==> src/rtl/serial_adder_ctrl.sv <==
// Bit-serial WIDTH-bit add/subtract sequencer built around a single full-adder cell.
// Operands come in and results go out over valid/ready handshakes; LSB is processed first.
module serial_adder_ctrl #(
  parameter int WIDTH = 8
) (
  input  logic             clk,
  input  logic             rst,
  input  logic             in_valid,
  output logic             in_ready,
  input  logic [WIDTH-1:0] a,
  input  logic [WIDTH-1:0] b,
  input  logic             sub,
  output logic             out_valid,
  input  logic             out_ready,
  output logic [WIDTH-1:0] sum,
  output logic             cout,
  output logic             ovf,
  output logic             busy
);

  // state | meaning
  // IDLE  | waiting for an operand set (in_ready)
  // RUN   | one result bit per edge through the adder cell (busy)
  // DONE  | result held until the consumer takes it (out_valid)
  typedef enum logic [1:0] {IDLE, RUN, DONE} state_t;

  localparam int CW = $clog2(WIDTH);
  localparam logic [CW-1:0] LAST = CW'(WIDTH - 1);

  state_t          state, state_nxt;
  logic [WIDTH-1:0] sh_a, sh_b;
  logic [CW-1:0]    cnt;
  logic             carry;
  logic             fa_s, fa_co;

  assign fa_s  = sh_a[0] ^ sh_b[0] ^ carry;
  assign fa_co = (sh_a[0] & sh_b[0]) | (sh_a[0] & carry) | (sh_b[0] & carry);

  always_ff @(posedge clk) begin
    if (rst) state <= IDLE;
    else     state <= state_nxt;
  end

  always_comb begin
    state_nxt = state;
    case (state)
      IDLE:    if (in_valid) state_nxt = RUN;
      RUN:     if (cnt == LAST) state_nxt = DONE;
      DONE:    if (out_ready) state_nxt = IDLE;
      default: state_nxt = IDLE;
    endcase
  end

  always_comb begin
    in_ready  = (state == IDLE);
    busy      = (state == RUN);
    out_valid = (state == DONE);
  end

  // Subtract is A + ~B + 1: B is inverted on load and the carry seeds the +1.
  always_ff @(posedge clk) begin
    if (rst) begin
      sh_a  <= '0;
      sh_b  <= '0;
      sum   <= '0;
      cnt   <= '0;
      carry <= 1'b0;
      cout  <= 1'b0;
      ovf   <= 1'b0;
    end else begin
      case (state)
        IDLE: begin
          if (in_valid) begin
            sh_a  <= a;
            sh_b  <= b ^ {WIDTH{sub}};
            carry <= sub;
            cnt   <= '0;
          end
        end
        RUN: begin
          sum   <= {fa_s, sum[WIDTH-1:1]};
          sh_a  <= sh_a >> 1;
          sh_b  <= sh_b >> 1;
          carry <= fa_co;
          cnt   <= cnt + CW'(1);
          if (cnt == LAST) begin
            cout <= fa_co;
            ovf  <= carry ^ fa_co;
          end
        end
        default: ;
      endcase
    end
  end

endmodule

==> config.mk <==
export PLATFORM = sky130hd
export DESIGN_NAME = serial_adder_ctrl
export DESIGN_NICKNAME = d
export VERILOG_FILES = /design/src/rtl/serial_adder_ctrl.sv
export SDC_FILE = /design/constraint.sdc
export NUM_CORES = 1
export LEC_CHECK = 0
export ABC_AREA = 1
export CORE_UTILIZATION = 35
export CTS_BUF_LIST = sky130_fd_sc_hd__clkbuf_4 sky130_fd_sc_hd__clkbuf_8
export CTS_CLUSTER_SIZE = 12
export DETAILED_ROUTE_END_ITERATION = 8
export SYNTH_ARGS = -nofsm -noshare
export SYNTH_HDL_FRONTEND = slang
export SYNTH_SLANG_ARGS = --single-unit
==> constraint.sdc <==
create_clock -name clk -period 1.6 [get_ports clk]
set_clock_uncertainty 0.2 [all_clocks]
set_input_delay 0.24 -clock clk [delete_from_list [all_inputs] [get_ports clk]]
set_output_delay 0.24 -clock clk [all_outputs]
set_load 0.01 [all_outputs]
==> flow_summary.yaml <==
status:
  status: "completed"
timing:
  setup_viol: 0
  worstMarginPinSlew_ns: 0.428
  slew_viol_final: 0
  hold_viol_final: 0
  layout_setup_ws_ns: 0.0676
  fin_crit_sh_pct: 95.8
  relSlewSlack_pct: 71.4
  rsz0062_at_grt: "no"
  max_freq_mhz: 653
  finalCriticalPeriod_ns: 1.53
global_routing:
  antenna_found_initial: 0
  grt_overflow: 0
  track_usage_pct: 17.6
  grt_pass1_vias: 1400
  grt_start_max_net_pins: 28
  grt_pass1_wl_um: 5950
setup_path:
  critPathLaunchType: "register"
  end_kind: "primary output"
  worstPathCellList: "inv_2 > nand2_4 > inv_6 > dlygate4sd2_1"
  cp_slowest_cell: "dfxtp_2"
  crit_path_max_incr_delay_ns: 0.37
  r2r_cells: 7
  crit_path_max_fanout: 3
  cp_data_required_time_ns: 1.16
  crit_path_start: "state[1]"
  worstSetupPathType: "reg2out"
  worstReg2RegEnd: "sh_a[4]"
  cp-endpoint: "busy"
  r2r_start: "state[1]"
  r2r_slack_ns: 0.18
  worstPathArrival_ns: 1.09
clock_tree:
  cts_htree_levels: 2
  cts_tree: "built"
  cts_made_buffers: 5
  clk-insertion-delay-late_ns: 0.28
  path_clk_slew_ns: 0.06
  postCtsHoldBufs: 0
  clock-root-buffer: "clkbuf_8"
  clkSinkCount: 32
  clk_path_buf_depth: 2
place:
  dp_slack_ns: -0.0167
  gp_congestion: 0.755
  port_buffers: 33
  dp_hpwl_um: 2420
  dpl_cell_area_mm2: 0.00198
drt:
  drt.antenna.violating_nets: 0
  drc_errors: 0
  wl_per_cell_um: 10.6
  vias_per_cell: 4.58
  dr.pass1.iters: 4
  dr_total_vias: 1507
  wl_um: 3470
  drtIter0Drc: 62
power_and_ir_drop:
  cellPowerDensity_mw_per_mm2: 915
  intPower_w: 0.00139
  switching_share_pct: 26.4
  clkPwrFrac_pct: 35.7
  p_leak_nw: 1.06
  switchingPower_w: 0.000499
  ir_worst_vdd_v: 0.000415
  p_comb_share_pct: 17.6
  p_seq_share_pct: 46.8
logic_synthesis:
  synth_fp_nets: 260
  synth_seq_area_share_pct: 41.0
  synthTopCellsByCount: "62 x nand2_1, 54 x nor2_1, 32 x dfxtp_1, 26 x nand3_1, 23 x inv_1"
  synthesis.instances: 236
  synth_seq_cells: 32
  ys_warn_count: 0
  synth_flop_cell: "dfxtp_1"
  synth_area_leaders: "dfxtp_1 41%, nand2_1 15%, nor2_1 13%, nand3_1 8.3%, inv_1 5.5%"
  yosysTopAreaCellShare_pct: 41.0
  async_flop_share_pct: 0
  synth_area_mm2: 0.00156
  avgSynthCellArea_um2: 6.62
  synth_edf_count: 0
  synth.most_common_cell: "nand2_1"
  yosys.area.top_type: "dfxtp_1"
  synth.distinct_cells: 20
finish:
  final_util_pct: 49.8
  layout-drive-gt1-share_pct: 10.8
  n_antenna_cell: 0
  fillerInstances: 450
  finalNetCount: 302
  finalInstanceArea_mm2: 0.00207
  syn_to_final_growth_pct: 32.2
die:
  die-area_mm2: 0.00474
  rows: 23
  ios: 34
  fp.coreArea_mm2: 0.00414
  start_util_pct: 37.7
  die_h_um: 68.8
  die_w_um: 68.8
worst_hold_path:
  min_path_type: "reg2reg"
  hp-start: "cnt[0]"
job:
  maxCapViolCount: 0
metrics by stage:
stage               setup TNS [ns]  hold slack, ns  power [W]  std cells
finish                           0           0.263    0.00189        329
global route                     0           0.294    0.00200        329
CTS                              0           0.267    0.00191        329
detailed placement         -0.0167           0.256    0.00125        321
global placement         -0.000511           0.256    0.00125        321
floorplan                        0           0.183    0.00110        236
flip-flops by register name (all words and copies together), names as in the netlist:
name / flops
ovf: 1
cnt: 3
sh_b: 8
sum: 8
cout: 1
sh_a: 8
carry: 1
state: 2
per-layer routing:
layer | track usage (%) | wire length [um] | vias to the layer above
li1 | - | - | 810
met1 | 21.1 | 1710 | 648
met2 | 28.8 | 1480 | 41
met3 | 4.77 | 209 | 8
met4 | 8.42 | 70 | 0
met5 | 0 | 0 | -
final cells by class:
| type | count | area, um^2 | area share, % |
|---|---|---|---|
| Multi-Input combinational cell | 169 | 756 | 36.6 |
| Sequential cell | 32 | 643 | 31.1 |
| Timing Repair Buffer | 45 | 408 | 19.7 |
| Inverter | 25 | 98.8 | 4.78 |
| Clock buffer | 8 | 97.6 | 4.72 |
| Tap cell | 50 | 62.6 | 3.03 |
cell families (layout without fill, tap and decap cells):
| logic type | count (synthesis) | count (layout) | synth area share (%) |
|---|---|---|---|
| simple gates | 146 | 146 | 38.4 |
| buf+inv | 35 | 78 | 10.8 |
| flops | 32 | 32 | 41.0 |
| compound gates | 18 | 18 | 5.76 |
| fa+ha+maj | 3 | 3 | 2.88 |
| xor+xnor | 2 | 2 | 1.12 |
power groups by stage:
stage                     logic (W)  clock network (W)  registers [W]
after global placement     0.000345                  0       0.000901
after detailed placement   0.000349                  0       0.000901
final                      0.000332           0.000674       0.000884
after floorplan            0.000200                  0       0.000904
after global routing       0.000383           0.000723       0.000891
after CTS                  0.000337           0.000693       0.000884
what timing repair did:
item	CTS	global route
resized for setup	13	5
endpoints found under the setup margin	11	8
setup buffers	0	0
worst max-delay path: cells and delay by family (launching register included):
kind                   cells  cell delay, ns
flip-flops                 1            0.37
buffers and inverters      3            0.37
AND/OR/NAND/NOR            1            0.08
how the worst min path moves through the flow:
| stage | end | slack [ns] | depth (start not counted) |
|---|---|---|---|
| floorplan | sh_a[7] | 0.18 | 2 |
| global placement | cnt[0] | 0.26 | 1 |
| detailed placement | cnt[0] | 0.26 | 1 |
| CTS | cnt[0] | 0.27 | 1 |
| global route | cnt[0] | 0.29 | 1 |
| finish | cnt[0] | 0.26 | 1 |
cells in the final DEF, fill, tap and decap left out, types with 3 or more instances in the layout:
master | Yosys | routed
nand2_2 | 2 | 3
clkdlybuf4s50_1 | 0 | 20
nor2_1 | 54 | 54
dfxtp_1 | 32 | 30
a21oi_1 | 8 | 8
o21ai_0 | 10 | 10
clkbuf_8 | 0 | 6
dlygate4sd2_1 | 0 | 10
nand2_1 | 62 | 61
nand3_1 | 26 | 26
inv_1 | 23 | 23
buf_4 | 2 | 12
Power figures use the tool's default switching activity.
